$ cat src/rtl/display_pkg.sv
// Shared constants for the multiplexed digit scanner.
//
// NUM_DIGITS  number of digit slots scanned per frame
// NIBBLE_W    bits per displayed digit
// VALUE_W     width of the full displayed value
// IDX_W       width of the digit slot index
// AN_OFF      anode pattern with every digit dark (anodes are active-low)
// DP_OFF      decimal point off level (active-low)
package display_pkg;

    localparam int NUM_DIGITS = 4;
    localparam int NIBBLE_W   = 4;
    localparam int VALUE_W    = NUM_DIGITS * NIBBLE_W;
    localparam int IDX_W      = $clog2(NUM_DIGITS);

    localparam logic [NUM_DIGITS-1:0] AN_OFF   = '1;
    localparam logic                  DP_OFF   = 1'b1;
    localparam logic [IDX_W-1:0]      LAST_IDX = IDX_W'(NUM_DIGITS - 1);

    // Active-low one-hot anode pattern selecting digit idx.
    function automatic logic [NUM_DIGITS-1:0] anode_for(input logic [IDX_W-1:0] idx);
        return ~(NUM_DIGITS'(1) << idx);
    endfunction

endpackage

$ cat src/rtl/scan_prescaler.sv
// Free-running prescaler that sets the length of one digit slot.
//
// Ports:
//   clk    in   system clock
//   rst_n  in   asynchronous active-low reset
//   count  out  current prescaler value, wraps from all ones to zero
//   tc     out  terminal count, high while count is all ones
module scan_prescaler #(
    parameter int W = 16
) (
    input  logic         clk,
    input  logic         rst_n,
    output logic [W-1:0] count,
    output logic         tc
);

    always_ff @(posedge clk or negedge rst_n) begin
        if (!rst_n) begin
            count <= '0;
        end else begin
            count <= count + 1'b1;
        end
    end

    assign tc = &count;

endmodule

$ cat src/rtl/display_scan.sv
// Time-multiplexed digit scanner feeding a hex-to-7-segment decoder.
// Steps through the digit slots, drives one active-low anode per slot and
// presents that slot's nibble and decimal point. New values are staged in a
// pending register and only swapped into the displayed value at a frame
// boundary, so a frame never mixes old and new digits.
//
// Ports:
//   clk         in   system clock
//   rst_n       in   asynchronous active-low reset
//   value_in    in   value to display, nibble d goes to digit d (digit 0 = LSD)
//   load        in   capture value_in into the pending register
//   digit_en    in   per-digit enable, 0 keeps the digit dark
//   dp_in       in   per-digit decimal point request, active-high
//   blank_lz    in   blank leading zero digits
//   an          out  anode drive, active-low, at most one bit low
//   n_out       out  nibble of the current slot (valid even while dark)
//   dp          out  decimal point, active-low
//   frame_done  out  one-cycle pulse after the last slot of a frame
module display_scan
    import display_pkg::*;
#(
    parameter int SCAN_W       = 16,
    parameter int GUARD_CYCLES = 64
) (
    input  logic                  clk,
    input  logic                  rst_n,
    input  logic [VALUE_W-1:0]    value_in,
    input  logic                  load,
    input  logic [NUM_DIGITS-1:0] digit_en,
    input  logic [NUM_DIGITS-1:0] dp_in,
    input  logic                  blank_lz,
    output logic [NUM_DIGITS-1:0] an,
    output logic [NIBBLE_W-1:0]   n_out,
    output logic                  dp,
    output logic                  frame_done
);

    logic [SCAN_W-1:0]     presc;
    logic                  tc;
    logic [IDX_W-1:0]      idx;
    logic [VALUE_W-1:0]    pend;
    logic [VALUE_W-1:0]    active;
    logic [NUM_DIGITS-1:0] en_q;
    logic [NUM_DIGITS-1:0] dp_q;
    logic                  blank_q;
    logic                  frame_end;

    logic [NUM_DIGITS-1:0] upper_zero;
    logic                  in_guard;
    logic                  lz_dark;
    logic                  lit;

    scan_prescaler #(
        .W (SCAN_W)
    ) u_presc (
        .clk   (clk),
        .rst_n (rst_n),
        .count (presc),
        .tc    (tc)
    );

    assign frame_end = tc && (idx == LAST_IDX);

    always_ff @(posedge clk or negedge rst_n) begin
        if (!rst_n) begin
            idx        <= '0;
            frame_done <= 1'b0;
        end else begin
            frame_done <= frame_end;
            if (tc) begin
                idx <= (idx == LAST_IDX) ? '0 : idx + 1'b1;
            end
        end
    end

    // A load landing on the boundary edge bypasses pend so the new frame
    // never shows the value it is about to replace.
    always_ff @(posedge clk or negedge rst_n) begin
        if (!rst_n) begin
            pend   <= '0;
            active <= '0;
        end else begin
            if (load) begin
                pend <= value_in;
            end
            if (frame_end) begin
                active <= load ? value_in : pend;
            end
        end
    end

    // Control inputs are registered so every output depends on flops only.
    always_ff @(posedge clk or negedge rst_n) begin
        if (!rst_n) begin
            en_q    <= '0;
            dp_q    <= '0;
            blank_q <= 1'b0;
        end else begin
            en_q    <= digit_en;
            dp_q    <= dp_in;
            blank_q <= blank_lz;
        end
    end

    // upper_zero[d] is set when digit d and every more significant digit are zero.
    always_comb begin
        upper_zero = '0;
        upper_zero[NUM_DIGITS-1] = (active[(NUM_DIGITS-1)*NIBBLE_W +: NIBBLE_W] == '0);
        for (int d = NUM_DIGITS - 2; d >= 0; d--) begin
            upper_zero[d] = upper_zero[d+1] && (active[d*NIBBLE_W +: NIBBLE_W] == '0);
        end
    end

    always_comb begin
        in_guard = (presc < SCAN_W'(GUARD_CYCLES));
        // Digit 0 always shows, so a zero value still displays "0".
        lz_dark  = blank_q && (idx != '0) && upper_zero[idx];
        lit      = !in_guard && en_q[idx] && !lz_dark;
    end

    always_comb begin
        an    = AN_OFF;
        dp    = DP_OFF;
        n_out = active[idx*NIBBLE_W +: NIBBLE_W];
        if (lit) begin
            an = anode_for(idx);
            dp = ~dp_q[idx];
        end
    end

endmodule

$ cat config.mk
export PLATFORM = sky130hd
export DESIGN_NAME = display_scan
export DESIGN_NICKNAME = d
export VERILOG_FILES = /design/src/rtl/display_pkg.sv /design/src/rtl/scan_prescaler.sv /design/src/rtl/display_scan.sv
export SDC_FILE = /design/constraint.sdc
export NUM_CORES = 1
export LEC_CHECK = 0
export ABC_AREA = 1
export CORE_ASPECT_RATIO = 1.4
export CORE_UTILIZATION = 45
export DETAILED_ROUTE_END_ITERATION = 8
export PLACE_DENSITY = 0.68
export SYNTH_ARGS = -nofsm -noshare
export SYNTH_HDL_FRONTEND = slang
export SYNTH_SLANG_ARGS = --single-unit
$ cat constraint.sdc
create_clock -name clk -period 3.6 [get_ports clk]
set_clock_uncertainty 0.1 [all_clocks]
set_input_delay 0.54 -clock clk [delete_from_list [all_inputs] [get_ports clk]]
set_output_delay 0.54 -clock clk [all_outputs]
set_load 0.01 [all_outputs]
==> results by group, run 1 <==
Status
  – Status: complete, no violations

Worst setup path
  – Reg2Reg Depth: 8
  – Slowest stage delay, CP: 570 ps
  – Worst EP required: 2960 ps
  – CP max stage cell: dfrtp_1
  – CP delay by family, top: buffers and inverters
  – Worst setup SP type: flop
  – CP Cell Sequence: inv_1 -> ha_1 -> nand3b_1 -> nor3_1 -> nand2_1 -> nand3_1 -> clkdlybuf4s50_1
  – Crit path depth: 7
  – Crit path DAT: 2630 ps
  – Crit end category: primary output
  – Crit path max fanout: 18
  – Crit Path Category: flop to primary output
  – WP buf/inv: 2

Floorplan
  – Core area: 5822 um2
  – Initial core utilization: 0.4666
  – Die Area: 6356 um2
  – I/O Pins: 38
  – Row count: 33
  – Die width: 67.67 um
  – Die span in y: 93.93 um

Logic synthesis
  – Area contributors post-synth: dfrtp_1, nand2_1, mux2_2, nand3_1, nor2_1
  – Synth cell types: 27
  – Share of the synthesized area in the top cell type: 0.5527
  – Post-synth top area cell: dfrtp_1
  – Top FF cell, synth: dfrtp_1
  – Syn avg cell area: 9.842 um2
  – Seq/Total Area, Yosys: 0.5527
  – Top cell types by occurrence after synthesis: nand2_1, dfrtp_1, nand3_1, nor2_1, mux2_2
  – Seq cells post-synth: 60
  – Syn Std Cell Area: 2716 um2
  – Async set-or-reset flop fraction in the synthesized netlist: 1.000
  – Post-synth EDFFs: 0
  – Syn Nets: 309
  – Cells after Synth: 276
  – Count leader, synth: nand2_1
  – Ys Warns: 0

Drt
  – Drt wl/cell: 13.46 um
  – Router iterations before antenna repair: 4
  – DRT Wirelength: 5263 um
  – Final ANT Viol Nets: 0
  – Via count: 1981
  – Initial DRC Count: 123
  – DR DRC count: 0
  – DR vias/cell: 5.066

Layout
  – Share of cells above drive strength 1: 0.1433
  – NumNets Final: 350
  – Fillers: 534
  – Sequential cell area: 1501 um2
  – Finished Core Util: 0.5652
  – Area of the multi-input gates: 1100 um2
  – Layout area overhead: 21.14%
  – ANT cells: 0

Clock tree
  – Sink Count: 60
  – Clock slew at reported path FFs: 60 ps
  – Setup Fix Bufs, Post-CTS: 0
  – Inserted Clock Buffers: 9
  – Clock Path Buffers: 2
  – Post-cts sizing count: 0
  – Clk root buf: clkbuf_8
  – CTS Hold Bufs: 0
  – TritonCTS clock tree: done
  – Worst skew pair latency: 340 ps
  – H-tree depth: 3

Timing
  – Unrepaired setup endpoints after global routing: false
  – Final number of max-transition violations: 0
  – Maximum clock rate: 305.7 MHz
  – Final hold vios: 0
  – Setup Viol. Count Final: 0
  – Worst-Margin Slew: 682.0 ps
  – Min cycle time layout: 3271 ps
  – Slew headroom: 0.5439
  – Final setup TNS: 0 ps
  – Setup ws final: 328.5 ps
  – Final period util: 0.9087

GRT
  – Vias in the first global route: 1991
  – GRT Overall Usage: 0.1893
  – First-pass GRT wire length: 8728 um
  – Antenna violations before repair: 0
  – Largest net degree at the start of global routing: 38
  – Gr ovfl total: 0

Power and ir drop
  – Leakage: 1.450 nW
  – VDD IR-drop max: 0.2499 mV
  – Power Density: 394.9 nW/um2

Run
  – Max Cap Violations: 0

Placement
  – Post-placement setup slack: 683.7 ps
  – Detailed Place HPWL: 3865 um
  – IO buf count: 37
  – GPL Wtd Cong: 0.8467

Min path
  – Hold Crit Class: input port to asynchronous set/reset pin
[layer usage]
metal  share of wire  wire length [um]  global-route usage
met5               0                 0                   0
met4           0.023               122              0.1028
met1            0.42              2228              0.2116
met2            0.51              2699              0.3135
met3           0.040               212             0.05583
[per-stage QoR]
step / hold WS, ps / power, mW / std cells / instance area (um2)
after CTS: 71.58 / 1.321 / 391 / 3291
after global placement: 369.8 / 0.7871 / 376 / 3122
after detailed placement: 371.4 / 0.7899 / 376 / 3122
final: 67.66 / 1.299 / 391 / 3291
after floorplan: 144.4 / 0.7411 / 276 / 2716
after global routing: 101.8 / 1.353 / 391 / 3291
[report_power, final]
part           leakage [nW]  internal (mW)  switching [mW]
logic                 0.678         0.0429          0.0292
clock network        0.0893          0.281           0.243
registers             0.683          0.697         0.00544
total                  1.45           1.02           0.278
[kinds of logic (layout without fill, tap and decap cells)]
| group | count (synthesis) | count (layout) | synth area share |
|---|---|---|---|
| muxes | 16 | 16 | 0.06633 |
| buffers and inverters | 23 | 68 | 0.04238 |
| and+or+nand+nor | 143 | 143 | 0.2446 |
| xor gates and xnor gates | 11 | 11 | 0.03547 |
| adders and majority gates | 5 | 5 | 0.02303 |
| AOI/OAI and AO/OA | 18 | 18 | 0.03547 |
| DFF | 60 | 60 | 0.5527 |
[worst reg2reg max path, cell delays in order, from the launching register on]
cell and delay (ps):
dfrtp_1 370, ha_1 210, nand3_2 130, inv_2 90, nand2_4 70, nor2_8 300
nand2_4 200, nand2_1 110, nand2_1 60
[registers in the layout (all words and copies together), names as in the netlist]
signal,cells
frame_done,1
blank_q,1
dp_q,4
pend,16
u_presc.count,16
active,16
en_q,4
idx,2
[final cells by class]
class	count	area share
inverter	14	0.01597
clock inverter	2	0.003042
multi-input combinational	193	0.3342
sequential	60	0.4563
clock buffer	13	0.04829
tap	70	0.02662
timing repair buffer	39	0.1156
[final timing paths]
kind | startpoint | end | slack [ps]
hold / removal | rst_n | pend[4] | 70
setup / recovery | idx[0] | an[1] | 330
setup reg to reg | u_presc.count[1] | active[14] | 1870
min in group clk | u_presc.count[0] | u_presc.count[0] | 380
max in group asynchronous | rst_n | dp_q[3] | 2480
hold reg to reg | u_presc.count[0] | u_presc.count[0] | 380
[cell usage in the layout (no fill, tap or decap), drive strengths merged]
| cell type | n |
|---|---|
| nand2 | 69 |
| nand3b | 1 |
| clkinv | 2 |
| dfrtp | 60 |
| nor2 | 33 |
| o22ai | 5 |
| mux2 | 16 |
| ha | 5 |
| o21ai | 13 |
| buf | 3 |
| nand4 | 4 |
| clkdlybuf4s50 | 36 |
| inv | 14 |
| nand3 | 30 |
| clkbuf | 13 |
| xnor2 | 2 |
| nor3 | 6 |
| xor2 | 9 |
Note: power is estimated with default switching activity, not from simulation.
==> inputs of run 2 (changes only) <==
CTS_BUF_LIST = sky130_fd_sc_hd__clkbuf_16   (was default)
SKIP_CTS_REPAIR_TIMING = 1   (was default)
==> results by group, run 2 (synthesized netlist as in run 1, its figures left out) <==
Layout
  – Most frequent cells in the layout: nand2_1, dfrtp_1, clkdlybuf4s50_1
  – Final instance area: 3372 um2
  – Most common cell after layout, fill and taps aside: nand2_1
  – Finished Core Util: 0.5792
  – ANT cells: 0
  – Share of cells above drive strength 1: 0.1371
  – Regs by FF count: active x16, pend x16, u_presc.count x16
  – Layout area overhead: 24.14%
  – Finished Layout Cells: 391
  – NumNets Final: 350

Drt
  – Initial DRC Count: 167
  – DR vias/cell: 5.113
  – Drt wl/cell: 13.86 um
  – DR DRC count: 0
  – Via count: 1999
  – DRT Wirelength: 5420 um
  – Final ANT Viol Nets: 0
  – Router iterations before antenna repair: 5

Power and ir drop
  – Power, Total: 1.495 mW
  – Combinational fraction of design power: 0.048
  – Sw Ratio: 0.2052
  – Leakage: 1.493 nW
  – Power Density: 443.5 nW/um2
  – P_sw: 306.9 uW
  – Sequential share of power: 0.471
  – VDD IR-drop max: 0.3090 mV
  – Clock power share: 0.481
  – Internal power: 1.189 mW

Floorplan
  – I/O Pins: 38
  – Die width: 67.67 um
  – Die span in y: 93.93 um
  – Die Area: 6356 um2
  – Core area: 5822 um2
  – Initial core utilization: 0.4666
  – Row count: 33

Timing
  – Slew headroom: 0.5463
  – Unrepaired setup endpoints after global routing: false
  – Final period util: 0.9041
  – Setup ws final: 345.1 ps
  – Min cycle time layout: 3255 ps
  – Final hold vios: 0
  – Setup Viol. Count Final: 0
  – Maximum clock rate: 307.2 MHz
  – Worst-Margin Slew: 678.4 ps
  – Final setup TNS: 0 ps
  – Min Hold Slack: 86.33 ps
  – Final number of max-transition violations: 0

Worst setup path
  – CP Cell Sequence: inv_1 -> ha_1 -> nand3b_1 -> nor3_1 -> nand2_1 -> nand3_1 -> clkdlybuf4s50_1
  – Crit end category: primary output
  – Slowest stage delay, CP: 560 ps
  – Worst setup SP type: flop
  – Crit path max fanout: 18
  – CP max stage cell: dfrtp_1
  – Worst EP required: 2960 ps
  – Crit path DAT: 2610 ps
  – Crit Path Category: flop to primary output

GRT
  – Largest net degree at the start of global routing: 38
  – GRT Overall Usage: 0.1953
  – Vias in the first global route: 2016
  – Antenna violations before repair: 0
  – Gr ovfl total: 0
  – First-pass GRT wire length: 8956 um

Clock tree
  – Clock Path Buffers: 2
  – Sink Count: 60
  – Clk root buf: clkbuf_16
  – Inserted Clock Buffers: 9
  – Worst skew pair latency: 320 ps
  – H-tree depth: 3
  – TritonCTS clock tree: done
  – Clock slew at reported path FFs: 50 ps

Placement
  – IO buf count: 37
  – GPL Wtd Cong: 0.8467
  – Detailed Place HPWL: 3865 um
  – Inst Count DP: 376
  – Placed inst area: 3122 um2
  – Post-placement setup slack: 683.7 ps

Min path
  – Hold Crit Class: input port to asynchronous set/reset pin

Run
  – Max Cap Violations: 0

Status
  – Status: complete, no violations
==> run 2: cell types whose count changed in the layout (fill, tap and decap cells not counted) <==
cell       previous run  this run
clkbuf_1              2         0
clkbuf_16             0         9
clkbuf_8             11         0
clkinv_1              0         2
inv_1                13        15
==> run 2: final cells by class <==
| class | instances | area (um2) |
|---|---|---|
| Fill cell | 527 | 2450 |
| Sequential cell | 60 | 1501 |
| Multi-Input combinational cell | 193 | 1100 |
| Timing Repair Buffer | 39 | 380.4 |
| Clock buffer | 9 | 225.2 |
| Tap cell | 70 | 87.58 |
| Inverter | 14 | 52.55 |
| Clock inverter | 6 | 25.02 |
==> run 2: critical path: cells and delay by family (launching register included) <==
| kind | cells | cell delay, ps |
|---|---|---|
| fa+ha+maj | 1 | 320 |
| buf+inv | 2 | 870 |
| flops | 1 | 560 |
| simple gates | 4 | 540 |
==> run 2: per-layer routing <==
metal / track usage / wire length [um] / vias to the layer above
met1: 0.2167 / 2210 / 953
met2: 0.3243 / 2805 / 52
met3: 0.05218 / 242 / 14
met4: 0.1152 / 161 / 0
li1: - / - / 980
met5: 0 / 0 / -
==> run 2: worst paths after layout <==
check | start | to | slack, ps | cells past startpoint
setup / recovery | idx[0] | an[1] | 350 | 7
hold / removal | rst_n | pend[4] | 90 | 1
setup reg to reg | u_presc.count[0] | active[14] | 1860 | 8
hold reg to reg | u_presc.count[0] | u_presc.count[0] | 380 | 1
max in group asynchronous | rst_n | dp_q[2] | 2470 | 2
min in group clk | u_presc.count[0] | u_presc.count[0] | 380 | 1
==> run 2: power by group through the flow <==
stage | combinational [mW] | sequential, mW | clock [mW]
3_3_place_gp | 0.0727 | 0.714 | 0
5_1_grt | 0.0806 | 0.706 | 0.759
3_5_place_dp | 0.0744 | 0.716 | 0
4_1_cts | 0.0745 | 0.705 | 0.736
2_1_floorplan | 0.0278 | 0.713 | 0
6_report | 0.0721 | 0.704 | 0.719
